File: src/rtl/idecode_pkg.sv
// ============================================================================
//  idecode_pkg : shared opcodes, format codes, occupancy states and the
//                decoded-payload type for the RV32I/RV64I decode stage
//  Rev 1.0
// ============================================================================
`default_nettype none

package idecode_pkg;

   localparam logic [6:0] LUI      = 7'b0110111;
   localparam logic [6:0] AUIPC    = 7'b0010111;
   localparam logic [6:0] JAL      = 7'b1101111;
   localparam logic [6:0] JALR     = 7'b1100111;
   localparam logic [6:0] BRANCH   = 7'b1100011;
   localparam logic [6:0] LOAD     = 7'b0000011;
   localparam logic [6:0] STORE    = 7'b0100011;
   localparam logic [6:0] OP_IMM   = 7'b0010011;
   localparam logic [6:0] OP       = 7'b0110011;
   localparam logic [6:0] MISC_MEM = 7'b0001111;
   localparam logic [6:0] SYSTEM   = 7'b1110011;

   typedef enum logic [2:0] {
      FMT_R    = 3'd0,
      FMT_I    = 3'd1,
      FMT_S    = 3'd2,
      FMT_B    = 3'd3,
      FMT_U    = 3'd4,
      FMT_J    = 3'd5,
      FMT_NONE = 3'd7
   } fmt_e;

   typedef enum logic [1:0] {
      OCC_EMPTY = 2'd0,
      OCC_ONE   = 2'd1,
      OCC_FULL  = 2'd2
   } occ_e;

   typedef struct packed {
      logic [6:0] opcode;
      fmt_e       fmt;
      logic [4:0] rd;
      logic       rd_we;
      logic [4:0] rs1;
      logic [4:0] rs2;
      logic [2:0] funct3;
      logic [6:0] funct7;
      logic       illegal;
   } decode_t;

endpackage

`default_nettype wire

File: src/rtl/idecode_if.sv
// ============================================================================
//  idecode_if : fetch-side and execute-side handshake bundle of the decode
//               stage; master = surrounding pipeline, slave = decode stage
//  Rev 1.0
// ============================================================================
`default_nettype none

interface idecode_if
   import idecode_pkg::*;
#(
   parameter int XLEN = 32
);
   logic            in_valid;
   logic            in_ready;
   logic [31:0]     in_instr;
   logic [XLEN-1:0] in_pc;

   logic            out_valid;
   logic            out_ready;
   logic [XLEN-1:0] out_pc;
   logic [6:0]      out_opcode;
   fmt_e            out_fmt;
   logic [4:0]      out_rd;
   logic            out_rd_we;
   logic [4:0]      out_rs1;
   logic [4:0]      out_rs2;
   logic [2:0]      out_funct3;
   logic [6:0]      out_funct7;
   logic [XLEN-1:0] out_imm;
   logic            out_illegal;

   modport master (
      output in_valid, in_instr, in_pc, out_ready,
      input  in_ready, out_valid, out_pc, out_opcode, out_fmt, out_rd,
             out_rd_we, out_rs1, out_rs2, out_funct3, out_funct7, out_imm,
             out_illegal
   );

   modport slave (
      input  in_valid, in_instr, in_pc, out_ready,
      output in_ready, out_valid, out_pc, out_opcode, out_fmt, out_rd,
             out_rd_we, out_rs1, out_rs2, out_funct3, out_funct7, out_imm,
             out_illegal
   );

endinterface

`default_nettype wire

File: src/rtl/idecode_comb.sv
// ============================================================================
//  idecode_comb : combinational instruction word -> decoded payload/immediate
//  Optional macro IDECODE_MULDIV_EN makes the M-extension OP encodings legal.
//  Rev 1.0
// ============================================================================
`default_nettype none

module idecode_comb
   import idecode_pkg::*;
#(
   parameter int XLEN = 32
) (
   input  logic [31:0]     i_instr,
   output decode_t         o_dec,
   output logic [XLEN-1:0] o_imm
);

   logic [6:0]  w_opc;
   logic [2:0]  w_f3;
   logic [6:0]  w_f7;
   fmt_e        w_fmt;
   logic        w_ill;
   logic        w_sh_zero;
   logic        w_sh_sra;
   logic        w_op_ok;
   logic        w_muldiv_ok;
   logic        w_writes;
   logic [4:0]  w_rd;
   logic [63:0] w_imm64;

   assign w_opc = i_instr[6:0];
   assign w_f3  = i_instr[14:12];
   assign w_f7  = i_instr[31:25];

   // RV64 shift amounts are 6 bits wide, so only instr[31:26] qualifies the shift
   assign w_sh_zero = (XLEN == 64) ? (i_instr[31:26] == 6'b000000)
                                   : (w_f7 == 7'b0000000);
   assign w_sh_sra  = (XLEN == 64) ? (i_instr[31:26] == 6'b010000)
                                   : (w_f7 == 7'b0100000);

`ifdef IDECODE_MULDIV_EN
   assign w_muldiv_ok = (w_f7 == 7'b0000001);
`else
   assign w_muldiv_ok = 1'b0;
`endif

   assign w_op_ok = (w_f7 == 7'b0000000)
                  || ((w_f7 == 7'b0100000) && ((w_f3 == 3'b000) || (w_f3 == 3'b101)))
                  || w_muldiv_ok;

   always_comb begin
      w_fmt = FMT_NONE;
      w_ill = 1'b0;
      case (w_opc)
         LUI, AUIPC:       w_fmt = FMT_U;
         JAL:              w_fmt = FMT_J;
         MISC_MEM, SYSTEM: w_fmt = FMT_I;
         JALR: begin
            w_fmt = FMT_I;
            w_ill = (w_f3 != 3'b000);
         end
         LOAD: begin
            w_fmt = FMT_I;
            w_ill = (w_f3 == 3'b111)
                  || ((XLEN == 32) && ((w_f3 == 3'b011) || (w_f3 == 3'b110)));
         end
         STORE: begin
            w_fmt = FMT_S;
            w_ill = w_f3[2] || ((XLEN == 32) && (w_f3 == 3'b011));
         end
         BRANCH: begin
            w_fmt = FMT_B;
            w_ill = (w_f3 == 3'b010) || (w_f3 == 3'b011);
         end
         OP_IMM: begin
            w_fmt = FMT_I;
            if (w_f3 == 3'b001)
               w_ill = !w_sh_zero;
            else if (w_f3 == 3'b101)
               w_ill = !(w_sh_zero || w_sh_sra);
         end
         OP: begin
            w_fmt = FMT_R;
            w_ill = !w_op_ok;
         end
         default: begin
            w_fmt = FMT_NONE;
            w_ill = 1'b1;
         end
      endcase
      if (i_instr[1:0] != 2'b11)
         w_ill = 1'b1;
   end

   always_comb begin
      w_imm64 = 64'd0;
      case (w_fmt)
         FMT_I: w_imm64 = {{52{i_instr[31]}}, i_instr[31:20]};
         FMT_S: w_imm64 = {{52{i_instr[31]}}, i_instr[31:25], i_instr[11:7]};
         FMT_B: w_imm64 = {{52{i_instr[31]}}, i_instr[7], i_instr[30:25],
                           i_instr[11:8], 1'b0};
         FMT_U: w_imm64 = {{32{i_instr[31]}}, i_instr[31:12], 12'd0};
         FMT_J: w_imm64 = {{44{i_instr[31]}}, i_instr[19:12], i_instr[20],
                           i_instr[30:21], 1'b0};
         default: w_imm64 = 64'd0;
      endcase
   end

   assign w_rd     = ((w_fmt == FMT_S) || (w_fmt == FMT_B)) ? 5'd0 : i_instr[11:7];
   assign w_writes = (w_fmt == FMT_R) || (w_fmt == FMT_I)
                  || (w_fmt == FMT_U) || (w_fmt == FMT_J);

   assign o_dec.opcode  = w_opc;
   assign o_dec.fmt     = w_fmt;
   assign o_dec.rd      = w_rd;
   assign o_dec.rd_we   = w_writes && (w_rd != 5'd0) && !w_ill;
   assign o_dec.rs1     = i_instr[19:15];
   assign o_dec.rs2     = i_instr[24:20];
   assign o_dec.funct3  = w_f3;
   assign o_dec.funct7  = w_f7;
   assign o_dec.illegal = w_ill;
   assign o_imm         = w_imm64[XLEN-1:0];

endmodule

`default_nettype wire

File: src/rtl/idecode_stage.sv
// ============================================================================
//  idecode_stage : registered decode stage with a two-entry skid buffer
//  Optional macro IDECODE_MULDIV_EN (see idecode_comb).
//  Rev 1.0
// ============================================================================
`default_nettype none

module idecode_stage
   import idecode_pkg::*;
#(
   parameter int XLEN = 32
) (
   input  logic     clk,
   input  logic     reset,
   input  logic     flush,
   idecode_if.slave bus
);

   occ_e            r_state;
   occ_e            w_next;
   logic            r_in_ready;
   logic            w_out_valid;
   logic            w_accept;
   logic            w_transfer;
   logic            w_load_m;
   logic            w_load_s;
   logic            w_m_from_s;

   decode_t         w_dec;
   logic [XLEN-1:0] w_imm;
   decode_t         r_m_dec;
   logic [XLEN-1:0] r_m_imm;
   logic [XLEN-1:0] r_m_pc;
   decode_t         r_s_dec;
   logic [XLEN-1:0] r_s_imm;
   logic [XLEN-1:0] r_s_pc;

   idecode_comb #(.XLEN(XLEN)) u_comb (
      .i_instr (bus.in_instr),
      .o_dec   (w_dec),
      .o_imm   (w_imm)
   );

   assign w_out_valid = (r_state != OCC_EMPTY);
   assign w_accept    = bus.in_valid && r_in_ready;
   assign w_transfer  = w_out_valid && bus.out_ready;

   always_ff @(posedge clk) begin
      if (reset) begin
         r_state    <= OCC_EMPTY;
         r_in_ready <= 1'b1;
      end else begin
         r_state    <= w_next;
         r_in_ready <= (w_next != OCC_FULL);
      end
   end

   // flush wins over a same-cycle accept, so no load strobe fires under flush
   always_comb begin
      w_next     = r_state;
      w_load_m   = 1'b0;
      w_load_s   = 1'b0;
      w_m_from_s = 1'b0;
      if (flush) begin
         w_next = OCC_EMPTY;
      end else begin
         case (r_state)
            OCC_EMPTY: begin
               if (w_accept) begin
                  w_next   = OCC_ONE;
                  w_load_m = 1'b1;
               end
            end
            OCC_ONE: begin
               if (w_accept && !w_transfer) begin
                  w_next   = OCC_FULL;
                  w_load_s = 1'b1;
               end else if (w_accept) begin
                  w_load_m = 1'b1;
               end else if (w_transfer) begin
                  w_next   = OCC_EMPTY;
               end
            end
            OCC_FULL: begin
               if (w_transfer) begin
                  w_next     = OCC_ONE;
                  w_m_from_s = 1'b1;
               end
            end
            default: w_next = OCC_EMPTY;
         endcase
      end
   end

   always_ff @(posedge clk) begin
      if (reset) begin
         r_m_dec <= '0;
         r_m_imm <= '0;
         r_m_pc  <= '0;
         r_s_dec <= '0;
         r_s_imm <= '0;
         r_s_pc  <= '0;
      end else begin
         if (w_load_m) begin
            r_m_dec <= w_dec;
            r_m_imm <= w_imm;
            r_m_pc  <= bus.in_pc;
         end else if (w_m_from_s) begin
            r_m_dec <= r_s_dec;
            r_m_imm <= r_s_imm;
            r_m_pc  <= r_s_pc;
         end
         if (w_load_s) begin
            r_s_dec <= w_dec;
            r_s_imm <= w_imm;
            r_s_pc  <= bus.in_pc;
         end
      end
   end

   assign bus.in_ready    = r_in_ready;
   assign bus.out_valid   = w_out_valid;
   assign bus.out_pc      = r_m_pc;
   assign bus.out_opcode  = r_m_dec.opcode;
   assign bus.out_fmt     = r_m_dec.fmt;
   assign bus.out_rd      = r_m_dec.rd;
   assign bus.out_rd_we   = r_m_dec.rd_we;
   assign bus.out_rs1     = r_m_dec.rs1;
   assign bus.out_rs2     = r_m_dec.rs2;
   assign bus.out_funct3  = r_m_dec.funct3;
   assign bus.out_funct7  = r_m_dec.funct7;
   assign bus.out_imm     = r_m_imm;
   assign bus.out_illegal = r_m_dec.illegal;

endmodule

`default_nettype wire

File: src/flat_wrapper.sv
// flat-port wrapper written by rule: the top's interface ports become plain ports
module idecode_stage_flat import idecode_pkg::*;
#(
   parameter int XLEN = 32
)
  (clk, reset, flush, bus_in_valid, bus_in_instr, bus_in_pc, bus_out_ready, bus_in_ready, bus_out_valid, bus_out_pc, bus_out_opcode, bus_out_fmt, bus_out_rd, bus_out_rd_we, bus_out_rs1, bus_out_rs2, bus_out_funct3, bus_out_funct7, bus_out_imm, bus_out_illegal);
  idecode_if #(.XLEN(XLEN)) bus_i ();
  input  logic clk;
  input  logic reset;
  input  logic flush;
  input wire logic [$bits(bus_i.in_valid)-1:0] bus_in_valid;
  input wire logic [$bits(bus_i.in_instr)-1:0] bus_in_instr;
  input wire logic [$bits(bus_i.in_pc)-1:0] bus_in_pc;
  input wire logic [$bits(bus_i.out_ready)-1:0] bus_out_ready;
  output wire logic [$bits(bus_i.in_ready)-1:0] bus_in_ready;
  output wire logic [$bits(bus_i.out_valid)-1:0] bus_out_valid;
  output wire logic [$bits(bus_i.out_pc)-1:0] bus_out_pc;
  output wire logic [$bits(bus_i.out_opcode)-1:0] bus_out_opcode;
  output wire logic [$bits(bus_i.out_fmt)-1:0] bus_out_fmt;
  output wire logic [$bits(bus_i.out_rd)-1:0] bus_out_rd;
  output wire logic [$bits(bus_i.out_rd_we)-1:0] bus_out_rd_we;
  output wire logic [$bits(bus_i.out_rs1)-1:0] bus_out_rs1;
  output wire logic [$bits(bus_i.out_rs2)-1:0] bus_out_rs2;
  output wire logic [$bits(bus_i.out_funct3)-1:0] bus_out_funct3;
  output wire logic [$bits(bus_i.out_funct7)-1:0] bus_out_funct7;
  output wire logic [$bits(bus_i.out_imm)-1:0] bus_out_imm;
  output wire logic [$bits(bus_i.out_illegal)-1:0] bus_out_illegal;
  assign bus_i.in_valid = bus_in_valid;
  assign bus_i.in_instr = bus_in_instr;
  assign bus_i.in_pc = bus_in_pc;
  assign bus_i.out_ready = bus_out_ready;
  assign bus_in_ready = bus_i.in_ready;
  assign bus_out_valid = bus_i.out_valid;
  assign bus_out_pc = bus_i.out_pc;
  assign bus_out_opcode = bus_i.out_opcode;
  assign bus_out_fmt = bus_i.out_fmt;
  assign bus_out_rd = bus_i.out_rd;
  assign bus_out_rd_we = bus_i.out_rd_we;
  assign bus_out_rs1 = bus_i.out_rs1;
  assign bus_out_rs2 = bus_i.out_rs2;
  assign bus_out_funct3 = bus_i.out_funct3;
  assign bus_out_funct7 = bus_i.out_funct7;
  assign bus_out_imm = bus_i.out_imm;
  assign bus_out_illegal = bus_i.out_illegal;
  idecode_stage #(.XLEN(XLEN)) u_core (.clk(clk), .reset(reset), .flush(flush), .bus(bus_i));
endmodule
File: config.mk
export PLATFORM = sky130hd
export DESIGN_NAME = idecode_stage_flat
export DESIGN_NICKNAME = d
export VERILOG_FILES = /design/src/rtl/idecode_pkg.sv /design/src/rtl/idecode_if.sv /design/src/rtl/idecode_comb.sv /design/src/rtl/idecode_stage.sv /design/src/flat_wrapper.sv
export SDC_FILE = /design/constraint.sdc
export NUM_CORES = 1
export LEC_CHECK = 0
export CAP_MARGIN = 25
export CORE_UTILIZATION = 50
export CTS_BUF_LIST = sky130_fd_sc_hd__clkbuf_2 sky130_fd_sc_hd__clkbuf_4 sky130_fd_sc_hd__clkbuf_8
export DETAILED_ROUTE_END_ITERATION = 10
export PLACE_DENSITY_LB_ADDON = 0.3
export SETUP_SLACK_MARGIN = 0.1
export SLEW_MARGIN = 25
export SYNTH_ARGS = -nofsm -noshare
export SYNTH_HDL_FRONTEND = slang
export SYNTH_HIERARCHICAL = 1
export SYNTH_SLANG_ARGS = --single-unit
File: constraint.sdc
create_clock -name clk -period 3 [get_ports clk]
set_clock_uncertainty 0.05 [all_clocks]
set_input_delay 0.6 -clock clk [delete_from_list [all_inputs] [get_ports clk]]
set_output_delay 0.6 -clock clk [all_outputs]
set_load 0.03 [all_outputs]
==> metrics, run 1 <==
router iterations before antenna repair=5; max-slew violation count=0; CP Class=primary input to register; hold buffers post-CTS=0; Final Power=approximately 6.6 mW; Cell Area, Synth=10090 sq um; core area=between 15000 and 20000 sq um; Synth Net Count=between 1000 and 1500; 1st-iter DRT viols=roughly 900; fill count=1685; Pleak=~4.3 nW; hold path cells=2; CP Capture Type=register; initial core utilization=0.5134; CP Depth=9; clk sink count=slightly above 200; top post-synthesis cells by area=dfxtp_1 41%, a311oi_2 13%, nand2_1 7.9%, o21ai_0 5.4%, a21oi_1 5.4%; setup repair bufs after CTS=0; Yosys reg bits=205; share of the synthesized area in the top cell type=0.4067; prevailing post-synth register cell=dfxtp_1; max incr delay on CP=0.76 ns; grt ovf=0; Post-Route WL=around 30 mm; commonest cells after routing, fill and taps aside=212 x nand2_1, 205 x dfxtp_1, 170 x clkdlybuf4s50_1; DP Area=between 10000 and 15000 sq um; CTS root buf=clkbuf_8; vias in the first global route=between 8000 and 9000; HP Class=register to register; Final setup viols=0; clock slew at reported path FFs=about 0.06 ns; post-route minimum period=approximately 2.8 ns; WP buf/inv=2; pin count of the biggest net entering global routing=93; fin crit share=0.9171; initial antenna violation count=0; number of CTS-inserted buffers=36; CP max-delay cell=nor2_1; EDFF count, synth=0; first-pass GRT wire length=46.95 mm; share of layout cells above drive strength 1=0.1699; cell row count=about 50; # resized after CTS=0; vias per cell=~6; cell area after layout=~13000 sq um; Syn Inst Count=1205; delay-heaviest family, CP=simple AND/OR/NAND/NOR gates; number of diodes=0; VDD IR-drop max=between 300 and 400 uV; Synth Warn #=6; CTS tree=yes; die width=144.1 microns; Die Span Y=roughly 140 microns; Unique masters post-synth=49; Nets=between 1000 and 1500; H-tree depth=2; RSZ-0062 raised after global routing=false; area leader, netlist=dfxtp_1; clock latency on the worst-skew pair=0.53 ns; Hold Fails Final Rpt=0; Cell Chain, Critical Path=clkdlybuf4s50_1 -> buf_4 -> nor2b_1 -> nor4_1 -> a311oi_1 -> nor2_1 -> a21o_1 -> nor3_1 -> a311oi_2; max-cap viol count=0; Req. time, crit path=~3.4 ns; Placer Congestion=slightly below 0.9; Worst EP arrival=roughly 3.1 ns; Multi-input gate area=5147 sq um; Antenna Violating Nets Remaining=0; leading cell type in the layout, fill and taps excluded=nand2_1; DIE AREA=20750 sq um; DR WL/cell=between 15 and 20 microns; slew of the pin with the lowest slew margin=0.9549 ns; fraction of registers with async set/reset=0; All-Layer GR Usage=0.2833; CP Max Fanout=11; Layout area overhead=25.58%; f_max=between 300 and 400 MHz; Max-Slew Margin vs Limit=0.3610; flip-flop and latch area=slightly above 4000 sq um; # DRC=0; synthesized area per cell=8.374 sq um; P per Cell Area=517.4 nW/um^2; register area share after synthesis=0.4067; via count=9666; Post-Route Setup TNS=0 ns; Clock Path Buffers=3; status=completed; input/output buffers=about 170; io pins=approximately 170; element type at the critical path start=primary input; final hold slack=0.4228 ns; hpwl dp=approximately 18 mm; R2R cell count=4
==> state kept, by name (all words and copies together) (netlist names) <==
name                    cells
u_core/bus.out_illegal      1
u_core/bus.out_fmt          3
u_core/bus.out_pc          32
u_core/r_s_dec             37
u_core/bus.out_rs2          5
u_core/bus.out_opcode       7
u_core/bus.in_ready         1
u_core/r_state              2
u_core/r_s_imm             32
u_core/r_s_pc              32
u_core/bus.out_funct3       3
u_core/bus.out_rd           5
u_core/bus.out_funct7       7
u_core/bus.out_rs1          5
u_core/bus.out_imm         32
u_core/bus.out_rd_we        1
==> final cells by class <==
class | count | share of cell area
multi-input cells | 834 | 0.4062
flip-flops and latches | 205 | 0.3239
repair buffers | 234 | 0.1855
clock buffers | 55 | 0.05529
well taps | 265 | 0.02616
inverters | 6 | 0.001777
clock inverters | 2 | 0.001185
==> final timing paths <==
kind,slack (ns),startpoint,endpoint
max reg2reg,1.25,u_core/r_state[1]$_SDFF_PP0_,u_core/bus.out_rs2[0]$_SDFFE_PP0P_
max,0.25,bus_in_instr[5],u_core/bus.out_imm[24]$_SDFFE_PP0P_
min reg2reg,0.42,u_core/r_s_dec[16]$_SDFFE_PP0P_,u_core/bus.out_rs1[0]$_SDFFE_PP0P_
min,0.42,u_core/r_s_dec[16]$_SDFFE_PP0P_,u_core/bus.out_rs1[0]$_SDFFE_PP0P_
==> cells by family after synthesis <==
family | synth area share
flip-flops | 0.4067
buffers and inverters | 0.08940
adder cells (fa/ha/maj) | 0.0009920
AO/OA/AOI/OAI | 0.2846
AND/OR/NAND/NOR | 0.2162
multiplexers | 0.002108
==> cells in the mapped netlist (12+ instances only) <==
cell type / count
a311oi_2: 90
dfxtp_1: 205
a21oi_1: 108
nand3_1: 104
buf_4: 32
buf_2: 61
o21ai_0: 109
a21o_1: 19
nor3_1: 101
clkbuf_1: 55
a311oi_1: 12
nor2_1: 12
nand2_1: 213
==> where the power goes <==
part           total (mW)  internal, mW  switching (mW)
Clock                2.60          1.47            1.13
Combinational        1.07         0.439           0.629
Sequential           2.89          2.82          0.0626
Total                6.56          4.74            1.82
==> per-stage QoR <==
step                      utilization  instances  worst slack (ns)
after floorplan                     -       1205            0.6447
after global routing           0.6448       1601            0.1400
final                          0.6448       1601            0.2487
after detailed placement       0.6084       1544           -0.1913
after CTS                      0.6448       1601            0.3536
after global placement         0.6084       1544           -0.1286
==> worst reg2reg max path, cell delays in order, from the launching register on <==
cell      delay, ns
dfxtp_1        0.39
and4bb_4       0.53
nand2_4        0.11
buf_12         0.23
a311oi_1       0.34
==> per-layer routing <==
| metal | GRT usage | share of wire | vias to the layer above |
|---|---|---|---|
| met5 | 0 | 0 | - |
| met4 | 0.1036 | 0.028 | 0 |
| met3 | 0.05166 | 0.076 | 63 |
| met2 | 0.4442 | 0.46 | 419 |
| met1 | 0.3866 | 0.44 | 4636 |
| li1 | - | - | 4548 |
No activity file was read; power rests on OpenSTA's default activity.
==> inputs of run 2 (changes only) <==
- CORE_UTILIZATION: 50 -> 30
- CTS_CLUSTER_SIZE: default -> 28
- DONT_BUFFER_PORTS: default -> 1
==> run 2 against run 1 <==
Combinational power shrank 57%. Wire length grew 7.1%. Critical path depth down 5. Critical endpoint is now u_core/bus.out_imm[7]$_SDFFE_PP0P_. Via count shrank 9.8%.
==> metrics, run 2 (synthesis gave the netlist of run 1 again) <==
hold buffers post-CTS=0; number of diodes=0; Top reg by flops=u_core/r_s_dec; vias in the first global route=between 7000 and 8000; DIE AREA=34370 sq um; share of layout cells above drive strength 1=0.1668; leading cell type in the layout, fill and taps excluded=nand2_1; Hold Fails Final Rpt=0; CTS tree=yes; max-slew violation count=0; die width=between 150 and 200 microns; Multi-input gate area=about 5100 sq um; DR WL/cell=just over 20 microns; router iterations before antenna repair=5; placed insts=approximately 1500; status=completed; hold path cells=1; CP Capture Type=register; Req. time, crit path=around 3.3 ns; pin count of the biggest net entering global routing=206; fill count=between 3000 and 4000; Worst EP arrival=between 2 and 3 ns; Antenna Violating Nets Remaining=0; VDD IR-drop max=roughly 230 uV; initial antenna violation count=0; clk sink count=between 200 and 250; core area=around 33000 sq um; max FFs per register=37; CTS root buf=clkbuf_8; Worst R2R Start=u_core/bus.in_ready$_SDFF_PP1_; Nets=1172; P per Cell Area=about 600 nW/um^2; initial core utilization=0.3078; Layout area overhead=7.539%; Critical Path Source=u_core/bus.in_ready$_SDFF_PP1_; element type at the critical path start=register; max-cap viol count=0; # DRC=0; HP Class=primary input to register; Max-Slew Margin vs Limit=0.3181; R2R cell count=4; vias per cell=roughly 5.6; post-route minimum period=~2.3 ns; io pins=~170; # resized after CTS=0; Die Span Y=roughly 190 microns; fin crit share=0.7622; commonest cells after routing, fill and taps aside=212 x nand2_1, 205 x dfxtp_1, 109 x o21ai_0; number of CTS-inserted buffers=40; grt ovf=0; via count=around 8700; 1st-iter DRT viols=just under 700; FF-to-FF setup slack=between 0.7 and 0.8 ns; Placer Congestion=roughly 0.76; CP Max Fanout=43; f_max=~440 MHz; setup repair bufs after CTS=0; flip-flop and latch area=roughly 4100 sq um; final std cells w/o fill=about 1600; WHS Endpoint=u_core/bus.out_pc[2]$_SDFFE_PP0P_; Post-Route Setup TNS=0 ns; cell row count=66; worst min-delay path startpoint=reset; clock slew at reported path FFs=0.06 ns; Post-Route WL=between 30 and 40 mm; first-pass GRT wire length=~48 mm; Crit Reg-Reg Endpoint=u_core/bus.out_imm[7]$_SDFFE_PP0P_; CP Class=register to register; Clock Path Buffers=3; H-tree depth=2; slew of the pin with the lowest slew margin=1.019 ns; final hold slack=between 0.1 and 0.15 ns; clock latency on the worst-skew pair=0.55 ns; All-Layer GR Usage=0.1801; Pleak=3.436 nW; hpwl dp=between 15 and 20 mm; input/output buffers=0; RSZ-0062 raised after global routing=false; Final setup viols=0
[run 2: changes by cell type in the layout (fill, tap and decap cells not counted), moves of 2 or more]
cell             before  now
clkinvlp_4            2    0
buf_12               13    8
clkdlybuf4s50_1     170    0
clkbuf_8             47   44
clkbuf_4              9   17
buf_4                50    8
[run 2: how the worst max path moves through the flow]
stage / endpoint / slack, ns / cells past startpoint
finish: u_core/bus.out_imm[7]$_SDFFE_PP0P_ / 0.71 / 4
global route: u_core/bus.out_opcode[0]$_SDFFE_PP0P_ / 0.53 / 4
CTS: u_core/bus.out_imm[7]$_SDFFE_PP0P_ / 0.70 / 4
detailed placement: u_core/bus.out_imm[27]$_SDFFE_PP0P_ / 0.29 / 7
global placement: u_core/bus.out_imm[20]$_SDFFE_PP0P_ / 0.32 / 7
floorplan: u_core/bus.out_rd_we$_SDFFE_PP0P_ / 0.64 / 8
[run 2: per-layer routing]
layer  track usage  share of wire  wire, microns  up-vias
met5             0              0              0        -
met4       0.05785          0.021            683        0
met3       0.04424          0.080           2572       45
met2        0.2734           0.45          14420      308
met1        0.2477           0.45          14410     4244
li1              -              -              -     4125
[run 2: stage by stage]
stage | cell area [sq um] | power (mW) | util | setup WS (ns)
finish | 10850 | 6.441 | 0.3310 | 0.7134
global route | 10850 | 6.714 | 0.3310 | 0.5329
CTS | 10850 | 6.533 | 0.3310 | 0.7009
detailed placement | 10050 | 3.611 | 0.3065 | 0.2905
global placement | 10050 | 3.607 | 0.3065 | 0.3174
floorplan | 10090 | 3.573 | - | 0.6447
[run 2: worst max-delay path, stage by stage, from the launching register on]
cell and delay [ns]:
dfxtp_1 0.64, nand4bb_4 0.64, buf_4 0.48, nor3_1 0.24, a311oi_2 0.07
[run 2: area by class of cell]
| type | instances | area share |
|---|---|---|
| inverters | 6 | 0.002075 |
| repair buffers | 16 | 0.02029 |
| flip-flops and latches | 205 | 0.3782 |
| clock inverters | 5 | 0.006572 |
| clock buffers | 61 | 0.06757 |
| multi-input cells | 834 | 0.4743 |
| well taps | 442 | 0.05096 |
[run 2: power breakdown]
group	switching, mW	internal (mW)
sequential	0.271	2.83
clock	1.24	1.65
combinational	0.280	0.175
total	1.79	4.65
